--- src/rtl/period_meter.sv ---
// Measures sig_in period and high time in clock cycles, one measurement per start request.
// Result is valid 2-3 cycles after the terminating edge; start is ignored while busy or during done.
module period_meter #(
  parameter int WIDTH = 16
) (
  input  logic             clock,
  input  logic             reset,
  input  logic             sig_in,
  input  logic             start,
  output logic             busy,
  output logic             done,
  output logic             valid,
  output logic [WIDTH-1:0] period,
  output logic [WIDTH-1:0] high_time,
  output logic             overflow
);

  typedef enum logic [1:0] {IDLE, ARM, MEASURE} state_t;

  localparam logic [WIDTH-1:0] MAX = '1;
  localparam logic [WIDTH-1:0] ONE = WIDTH'(1);

  state_t           state;
  state_t           state_nxt;
  logic             s1, s2, s3;
  logic             rise, fall;
  logic [WIDTH-1:0] cnt;
  logic             sat;
  logic             fall_seen;
  logic             accept;
  logic             finish;

  assign rise = s2 & ~s3;
  assign fall = ~s2 & s3;
  assign sat  = (cnt == MAX);

  always_ff @(posedge clock or negedge reset) begin
    if (!reset) state <= IDLE;
    else        state <= state_nxt;
  end

  always_comb begin
    state_nxt = state;
    accept    = 1'b0;
    case (state)
      IDLE: begin
        // done is high in the first IDLE cycle; a start there is dropped
        if (start && !done) begin
          state_nxt = ARM;
          accept    = 1'b1;
        end
      end
      ARM: begin
        if (rise)     state_nxt = MEASURE;
        else if (sat) state_nxt = IDLE;
      end
      MEASURE: begin
        if (rise || sat) state_nxt = IDLE;
      end
      default: state_nxt = IDLE;
    endcase
    finish = (state != IDLE) && (state_nxt == IDLE);
  end

  always_ff @(posedge clock or negedge reset) begin
    if (!reset) begin
      s1        <= 1'b0;
      s2        <= 1'b0;
      s3        <= 1'b0;
      cnt       <= '0;
      fall_seen <= 1'b0;
      busy      <= 1'b0;
      done      <= 1'b0;
      valid     <= 1'b0;
      overflow  <= 1'b0;
      period    <= '0;
      high_time <= '0;
    end else begin
      s1   <= sig_in;
      s2   <= s1;
      s3   <= s2;
      busy <= (state_nxt != IDLE);
      done <= finish;
      case (state)
        IDLE: begin
          if (accept) begin
            cnt       <= '0;
            fall_seen <= 1'b0;
            valid     <= 1'b0;
            overflow  <= 1'b0;
          end
        end
        ARM: begin
          // a level already high at arming gives no rise, so it is never counted
          if (rise) begin
            cnt <= ONE;
          end else if (sat) begin
            period    <= MAX;
            high_time <= MAX;
            overflow  <= 1'b1;
            valid     <= 1'b1;
          end else begin
            cnt <= cnt + ONE;
          end
        end
        MEASURE: begin
          if (fall) begin
            high_time <= cnt;
            fall_seen <= 1'b1;
          end
          // rise takes priority over saturation: a max-length period is not an overflow
          if (rise) begin
            period <= cnt;
            valid  <= 1'b1;
          end else if (sat) begin
            period   <= MAX;
            overflow <= 1'b1;
            valid    <= 1'b1;
            if (!fall_seen && !fall) high_time <= MAX;
          end else begin
            cnt <= cnt + ONE;
          end
        end
        default: cnt <= '0;
      endcase
    end
  end

endmodule

--- config.mk ---
export PLATFORM = sky130hd
export DESIGN_NAME = period_meter
export DESIGN_NICKNAME = d
export VERILOG_FILES = /design/src/rtl/period_meter.sv
export SDC_FILE = /design/constraint.sdc
export NUM_CORES = 1
export LEC_CHECK = 0
export CAP_MARGIN = 15
export CORE_ASPECT_RATIO = 0.6
export CORE_MARGIN = 1
export CORE_UTILIZATION = 25
export DETAILED_ROUTE_END_ITERATION = 8
export PLACE_DENSITY = 0.44
export SLEW_MARGIN = 20
export SYNTH_ARGS = -nofsm -noshare
export SYNTH_HDL_FRONTEND = slang
export SYNTH_SLANG_ARGS = --single-unit
--- constraint.sdc ---
create_clock -name clock -period 3.8 [get_ports clock]
set_clock_uncertainty 0.1 [all_clocks]
set_input_delay 0.76 -clock clock [delete_from_list [all_inputs] [get_ports clock]]
set_output_delay 0.76 -clock clock [all_outputs]
set_load 0.01 [all_outputs]
=== After elaboration in Yosys (flattened, before gate mapping) ===
Cells that the tools add are included.

* Logic and storage cells: 82
* Flip-flop bits (word level): 58
* Output and inout bits: 36

* Equal/unequal tests: 10
* Reductions and logical operators: 22
* Multiplexer cells: 33
* Add/sub/neg operators: 1
* Bitwise logic cells: 4

{| class="wikitable"
|+ Operators by type and width
! cell !! count
|-
| 16-bit two-way mux || 13
|-
| 16-bit one-hot mux with 2 select lines || 2
|-
| 16-bit one-hot mux with 3 select lines || 1
|-
| 16-bit by 1-bit adder with 16-bit output (second input constant) || 1
|-
| 16-bit equality test (second input constant) || 1
|-
| 2-bit inequality test (second input constant) || 6
|-
| 2-bit nonzero test || 5
|-
| 1-bit two-way mux || 9
|-
| 3-bit AND reduction || 3
|-
| 2-bit two-way mux || 4
|-
| 2-bit one-hot mux with 3 select lines || 1
|-
| 2-bit logical NOT || 2
|-
| 1-bit one-hot mux with 2 select lines || 2
|-
| 2-bit AND reduction || 2
|-
| 4-bit AND reduction || 1
|-
| 1-bit logical AND || 3
|-
| 1-bit logical NOT || 3
|-
| 1-bit one-hot mux with 3 select lines || 1
|-
| 3-bit nonzero test || 1
|-
| 1-bit bitwise AND || 2
|-
| 2-bit by 1-bit equality test with 1-bit output (second input constant) || 1
|-
| 2-bit equality test (second input constant) || 1
|-
| 2-bit by 1-bit inequality test with 1-bit output (second input constant) || 1
|-
| 1-bit NOT || 2
|-
| 2 further kinds || 2
|}

=== Longest topological paths before layout ===
Gate-level depths: netlist (run 1).

* Depth after elaboration: 8
* Depth in mapped cells: 9

=== Worst setup path before layout (run 1) ===
No wires, ideal clock.

* Kind: register -> register
* From: register state[0]
* To: register cnt[4]
* Slack: 1.588 ns
* Setup time: 0.083 ns
* Arrival: 2.029 ns
* Required time: 3.617 ns
* Path buffers: 0
* Cell stages (with the launch flop): 8
* Period minus slack after synthesis: 2.212 ns
* Cells stage by stage: dfrtp_1 -> inv_1 -> ha_1 -> o21ai_0 -> a211oi_4 -> nor2_2 -> or4_1 -> o21ai_0

* Cells in the longest elaborated chain, start to end: 4
* Elaborated cells between the ends (all ways): 8

{| class="wikitable"
|+ RTL lines
! element !! RTL line !! source
|-
| start, declared || 23 || <nowiki>state_t state;</nowiki>
|-
| start signal, assigned || 39 || <nowiki>else state <= state_nxt;</nowiki>
|-
| 2-bit logical NOT || 45, 84 ||
|-
| 1-bit two-way mux || 45 || <nowiki>case (state)</nowiki>
|-
| 2-bit inequality test (no line) || n/a ||
|-
| 2-bit AND reduction (no line) || n/a ||
|-
| end signal, assigned || 103 || <nowiki>cnt <= cnt + ONE;</nowiki>
|-
| end signal, assigned || 121 || <nowiki>cnt <= cnt + ONE;</nowiki>
|-
| end, declared || 27 || <nowiki>logic [WIDTH-1:0] cnt;</nowiki>
|}

Several ways; a longest one is shown, not always the timed one.
A chain may end at the register's enable or synchronous reset.

=== Final worst setup path (run 1) ===
* From: register cnt[0]
* To: register period[6]

* Cells in the longest elaborated chain, start to end: 4
* Elaborated cells between the ends (all ways): 5

{| class="wikitable"
|+ RTL lines
! element !! RTL line !! source
|-
| 16-bit equality test (*) || 35 || <nowiki>assign sat = (cnt == MAX);</nowiki>
|-
| 16-bit two-way mux (*) || n/a ||
|-
| 16-bit two-way mux, on equally long branches || n/a ||
|-
| 16-bit one-hot mux with 2 select lines (*) || n/a ||
|-
| end signal, assigned || 113 || <nowiki>period <= cnt;</nowiki>
|-
| end, declared || 13 || <nowiki>output logic [WIDTH-1:0] period,</nowiki>
|}

Mark *: on every way between the ends. The rest lies on a longest branch, timed or not. The select of a mux whose other input is x is not followed.

==> results of run 1 <==
==> critical path: stages, from the launching register on <==
cell,delay (ns)
dfrtp_1,0.50
ha_1,0.23
nand3_1,0.27
or3_1,0.58
o21ai_2,0.22
and3_1,0.65
o22a_1,0.25
==> sequential cells by signal, indices dropped and copies added, names as in the netlist <==
register,flops
fall_seen,1
high_time,16
s2,1
busy,1
cnt,16
overflow,1
done,1
period,16
valid,1
s1,1
state,2
s3,1
==> layer usage <==
| layer | GRT usage [%] | part of all wire [%] | vias up |
|---|---|---|---|
| met5 | 0 | 0 | - |
| met4 | 5.33 | 1.3 | 0 |
| met3 | 4.95 | 8.9 | 11 |
| met2 | 17.1 | 34 | 80 |
| met1 | 24.8 | 56 | 1071 |
| li1 | - | - | 1069 |
==> kinds of logic after synthesis <==
logic type      synth area share (%)
compound gates                  20.6
xor+xnor                       0.974
fa+ha+maj                       2.32
buf+inv                         3.85
flops                           53.8
simple gates                    18.4
==> power by group <==
group	leakage, uW	switching [uW]	total, uW	internal [uW]
Combinational	0.000521	382	730	348
Clock	0.000176	270	943	672
Sequential	0.000777	100	844	743
Total	0.00147	753	2520	1760
==> through the flow <==
| stage | cell area [um2] | setup slack [ns] | std cells | hold slack (ns) |
|---|---|---|---|---|
| after floorplan | 2700 | 1.59 | 267 | 0.231 |
| after global placement | 3190 | 0.923 | 433 | 0.238 |
| after detailed placement | 3190 | 0.898 | 433 | 0.254 |
| after CTS | 3550 | 0.944 | 449 | 0.268 |
| after global routing | 3550 | 0.717 | 449 | 0.277 |
| final | 3550 | 0.924 | 449 | 0.261 |
==> final cells by class <==
class	count	area [um2]	share of cell area, %
clock buffers	11	253	7.13
clock inverters	5	100	2.82
inverters	8	30.0	0.847
multi-input cells	191	1140	32.2
flip-flops and latches	58	1450	40.9
well taps	135	169	4.76
repair buffers	41	400	11.3
==> layout by cell type (no fill, tap or decap), types with 2 or more instances in the layout <==
cell type | synthesis | final
inv_1 | 8 | 8
or3_1 | 2 | 2
o21ai_0 | 9 | 9
a21oi_1 | 18 | 18
o21ai_2 | 2 | 2
o22a_1 | 17 | 17
nor2_1 | 18 | 18
dfrtp_1 | 58 | 58
buf_4 | 1 | 2
a311oi_1 | 3 | 3
nand4_1 | 2 | 2
nor2b_1 | 4 | 4
nand3_1 | 20 | 20
or2_2 | 2 | 2
clkinv_2 | 0 | 2
ha_1 | 5 | 5
clkbuf_8 | 0 | 2
clkdlybuf4s50_1 | 0 | 38
xnor2_1 | 2 | 2
nand2b_1 | 2 | 2
o211ai_1 | 7 | 7
o31ai_1 | 2 | 2
and3_1 | 3 | 3
a41oi_1 | 2 | 2
clkbuf_16 | 0 | 9
nor3_1 | 4 | 4
or4_1 | 2 | 2
a31oi_1 | 5 | 5
bufinv_16 | 0 | 3
nand2_1 | 41 | 41
==> path summary, 6_finish.rpt <==
check	from	to	slack, ns	depth (start not counted)
min in group asynchronous	reset	s1	0.41	1
min	s1	s2	0.26	0
max in group asynchronous	reset	high_time[7]	2.35	2
min reg2reg	s1	s2	0.26	0
max reg2reg	cnt[0]	period[6]	0.92	6
max	cnt[0]	period[6]	0.92	6
==> impl_metrics.csv, run 1 <==
group,metric,value,unit
clocking,clk_latency,0.33,ns
setup_path,setup.worst_path.class,"reg2reg",
detailed_routing,via_count,2231,
logic_synthesis,yosysSeqAreaShare,53.8,%
sta,tightest_slew,0.786,ns
clocking,hold_buffers,0,
placed_design,port_buffers,39,
die,start_util,26.6,%
power,power_density,710,nW/um2
min_path,holdCritPathClass,"reg2reg",
power,power_leakage,0.00147,uW
clocking,post_cts_buffers,0,
clocking,cts.reportedPaths.clkPinSlew,0.05,ns
detailed_routing,drt-total-wl,7.55,mm
clocking,postCtsResizedCells,0,
clocking,clock-sinks,58,
clocking,clockRootBuffer,"clkbuf_16",
logic_synthesis,synth_edf_count,0,
logic_synthesis,synth_area_leader_cell,"dfrtp_1",
sta,finalSetupViolations,0,
die,core_area,10200,um2
finish,antenna_cells,0,
logic_synthesis,synthArstFlopShare,100,%
detailed_routing,drtPass1Iterations,4,
sta,slew-limit-headroom,47.4,%
sta,hold_viol_final,0,
finish,final_nets,318,
finish,area_delta_synth_final,31.4,%
die,dieArea,11200,um2
sta,period_share,75.7,%
placed_design,hpwl,5.44,mm
clocking,clockBufferDepth,2,
logic_synthesis,synth_area_leaders,"dfrtp_1, nand2_1, o22a_1",
sta,fmax,0.348,GHz
grt,grt_util_all_layers,15.2,%
logic_synthesis,yosys_warnings,0,
logic_synthesis,synthCells,267,
logic_synthesis,synthTopCellsByCount,"dfrtp_1, nand2_1, nand3_1",
clocking,htreeDepth,3,
setup_path,cp_max_fo,16,
detailed_routing,first_iter_violations,184,
grt,grt_pass1_wl,12.2,mm
setup_path,critPathArrivalTime,3.04,ns
grt,grt_antenna_before_repair,0,
sta,period_minus_slack,2.88,ns
sta,tns,0,ns
sta,slew_viol_final,0,
setup_path,startpoint_type,"register",
grt,grt_max_degree,33,
detailed_routing,post_drt_wl_per_cell,16.8,um
setup_path,cp.required,3.96,ns
die,io_pins,40,
die,die_w,136,um
power,vdd_ir_drop_max,284,uV
logic_synthesis,yosysMostFrequentCell,"dfrtp_1",
run,maxCapViolations,0,
grt,grt_pass1_vias,2085,
logic_synthesis,ys_ff_latch,58,
logic_synthesis,synth_top_cell_area_share,53.8,%
clocking,cts_tree,"yes",
finish,fin_util,34.9,%
sta,rsz0062_at_grt,"no",
detailed_routing,drt-vias-per-instance,4.97,
die,rows,28,
finish,nFillCells,1062,
logic_synthesis,netlist_area,2700,um2
setup_path,endpoint_kind,"register",
detailed_routing,ant_nets,0,
placed_design,routabilityCongestion,0.813,
clocking,cts_buffers,9,
detailed_routing,drc,0,
logic_synthesis,synth.distinct_cells,48,
logic_synthesis,synth_flop_cell,"dfrtp_1",
grt,grt_overflow,0,
logic_synthesis,syn-num-nets,276,
status,run_status,"completed",
logic_synthesis,syn_avg_cell_area,10.1,um2
die,fp.dieH,82.5,um
finish,drive_above_1_share,8.92,%
power,power.total,2520,uW
No activity file was read; power rests on OpenSTA's default activity.
==> run 2: changes to the inputs <==
--- a/config.mk
+++ b/config.mk
@@ -10,7 +10,7 @@
 export CORE_MARGIN = 1
 export CORE_UTILIZATION = 25
 export DETAILED_ROUTE_END_ITERATION = 8
-export PLACE_DENSITY = 0.44
+export PLACE_DENSITY = 0.45
 export SLEW_MARGIN = 20
 export SYNTH_ARGS = -nofsm -noshare
 export SYNTH_HDL_FRONTEND = slang
==> constraint.sdc (replaced) <==
create_clock -name clock -period 2.4 [get_ports clock]
set_clock_uncertainty 0.1 [all_clocks]
set_input_delay 0.48 -clock clock [delete_from_list [all_inputs] [get_ports clock]]
set_output_delay 0.48 -clock clock [all_outputs]
set_load 0.01 [all_outputs]
==> run 2 against run 1 <==
  * Final cell count up 6.5%
  * Flip-flop and latch count stayed put
  * Via count rose by 4.6%
  * Sequential power increased by 54%
  * Largest cell class unchanged
==> impl_metrics.csv, run 2 (synthesis gave the netlist of run 1 again) <==
group,metric,value,unit
status,run_status,"completed",
detailed_routing,post_drt_wl_per_cell,16.7,um
detailed_routing,via_count,2333,
sta,tightest_slew,0.546,ns
setup_path,crit_chain,"inv_1 -> ha_1 -> nand3b_1 -> a21boi_1 -> o21ai_2 -> or4_1 -> a21oi_1",
finish,multiInputGateArea,1140,um2
placed_design,hpwl,5.90,mm
setup_path,cp_max_fo,7,
placed_design,port_buffers,39,
detailed_routing,drt-vias-per-instance,4.88,
grt,grt_pass1_wl,13.0,mm
sta,period_minus_slack,2.16,ns
setup_path,reg2reg_to,"cnt[5]",
finish,final_cells,478,
grt,grt_overflow,0,
setup_path,ff2ff_setup_slack,0.24,ns
sta,fin_ws,0.236,ns
placed_design,routabilityCongestion,0.838,
sta,period_share,90.2,%
power,vdd_ir_drop_max,519,uV
clocking,clk_latency,0.33,ns
setup_path,cp.required,2.55,ns
power,power_leakage,0.00159,uW
sta,tns,0,ns
clocking,clockRootBuffer,"clkbuf_16",
finish,final_nets,347,
power,power_density,1040,nW/um2
clocking,cts_buffers,9,
finish,seq_area,1450,um2
finish,nFillCells,1076,
finish,antenna_cells,0,
die,die_w,136,um
die,dieArea,11200,um2
finish,final_cell_mix,"dfrtp_1, nand2_1, clkdlybuf4s50_1, buf_4, nand3_1",
min_path,whs_path_depth,0,
setup_path,critPathArrivalTime,2.31,ns
die,fp.dieH,82.5,um
clocking,clockBufferDepth,2,
detailed_routing,drt-total-wl,7.98,mm
setup_path,endpoint_kind,"register",
die,rows,28,
finish,area_delta_synth_final,37.6,%
clocking,cts_tree,"yes",
clocking,cts.reportedPaths.clkPinSlew,0.05,ns
grt,grt_antenna_before_repair,0,
sta,hold_viol_final,0,
die,core_area,10200,um2
setup_path,r2r_start,"state[0]",
detailed_routing,drc,0,
sta,fmax,0.462,GHz
min_path,min_from,"s1",
setup_path,reg2reg_depth,7,
min_path,hold_end,"s2",
clocking,clock-sinks,58,
finish,final_common_cell,"dfrtp_1",
clocking,htreeDepth,3,
grt,grt_pass1_vias,2299,
die,io_pins,40,
die,start_util,26.6,%
setup_path,crit_path_max_incr_delay,0.42,ns
sta,slew_viol_final,0,
detailed_routing,ant_nets,0,
finish,drive_above_1_share,16.0,%
placed_design,dp_cells,461,
power,power.total,3870,uW
sta,rsz0062_at_grt,"no",
run,maxCapViolations,0,
detailed_routing,first_iter_violations,147,
setup_path,crit_slowest_cell,"or4_1",
sta,slew-limit-headroom,63.3,%
setup_path,setup.worst_path.class,"reg2reg",
detailed_routing,drtPass1Iterations,5,
grt,grt_max_degree,28,
sta,finalSetupViolations,0,
setup_path,startpoint_type,"register",
placed_design,pre_cts_slack,0.0558,ns
finish,reg_top3,"cnt (16), high_time (16), period (16)",
grt,grt_util_all_layers,16.1,%
min_path,holdCritPathClass,"reg2reg",
run 2: area by class of cell:
cell class	count	share of cell area (%)
Timing Repair Buffer	70	17.1
Tap cell	135	4.55
Multi-Input combinational cell	191	30.8
Clock buffer	14	7.38
Clock inverter	2	0.270
Sequential cell	58	39.1
Inverter	8	0.809
run 2: critical path, delay by kind of cell, from the launching register on:
kind | cells | cell delay (ns)
AND/OR/NAND/NOR | 2 | 0.60
AO/OA/AOI/OAI | 3 | 0.56
buffers and inverters | 1 | 0.10
adder cells (fa/ha/maj) | 1 | 0.30
flip-flops | 1 | 0.41
run 2: worst max path at each step:
| stage | to | depth (start not counted) | slack (ns) | from |
|---|---|---|---|---|
| 2_1_floorplan | cnt[4] | 7 | 0.19 | state[0] |
| 3_3_place_gp | cnt[5] | 6 | 0.08 | start |
| 5_1_grt | cnt[5] | 7 | 0.05 | state[0] |
| 4_1_cts | cnt[6] | 7 | 0.12 | state[0] |
| 3_5_place_dp | cnt[5] | 6 | 0.06 | start |
| 6_report | cnt[5] | 7 | 0.24 | state[0] |
run 2: metrics by stage:
step,utilization [%],hold WS (ns),cell area [um2]
after floorplan,-,0.0844,2700
after global placement,33.6,0.238,3420
after detailed placement,33.6,0.241,3420
after CTS,36.5,0.253,3710
after global routing,36.5,0.262,3710
final,36.5,0.248,3710
run 2: repair_timing:
| item | 4_1_cts | 5_1_grt |
|---|---|---|
| setup endpoints to repair | 0 | 17 |
| setup buffers | 0 | 0 |
| hold buffers | 1 | 0 |
| resized for setup | 0 | 2 |
| endpoints found under the hold margin | 14 | 0 |
run 2: power by group:
part	switching (uW)	leakage [uW]	internal, uW
clock network	420	0.000143	778
logic	697	0.000669	670
registers	123	0.000777	1180
run 2: per-layer routing:
metal / vias up / wire, um / global-route usage, %
met5: - / 0 / 0
li1: 1123 / - / -
met2: 77 / 2800 / 19.2
met3: 4 / 756 / 4.52
met4: 0 / 35 / 5.00
met1: 1129 / 4390 / 26.2
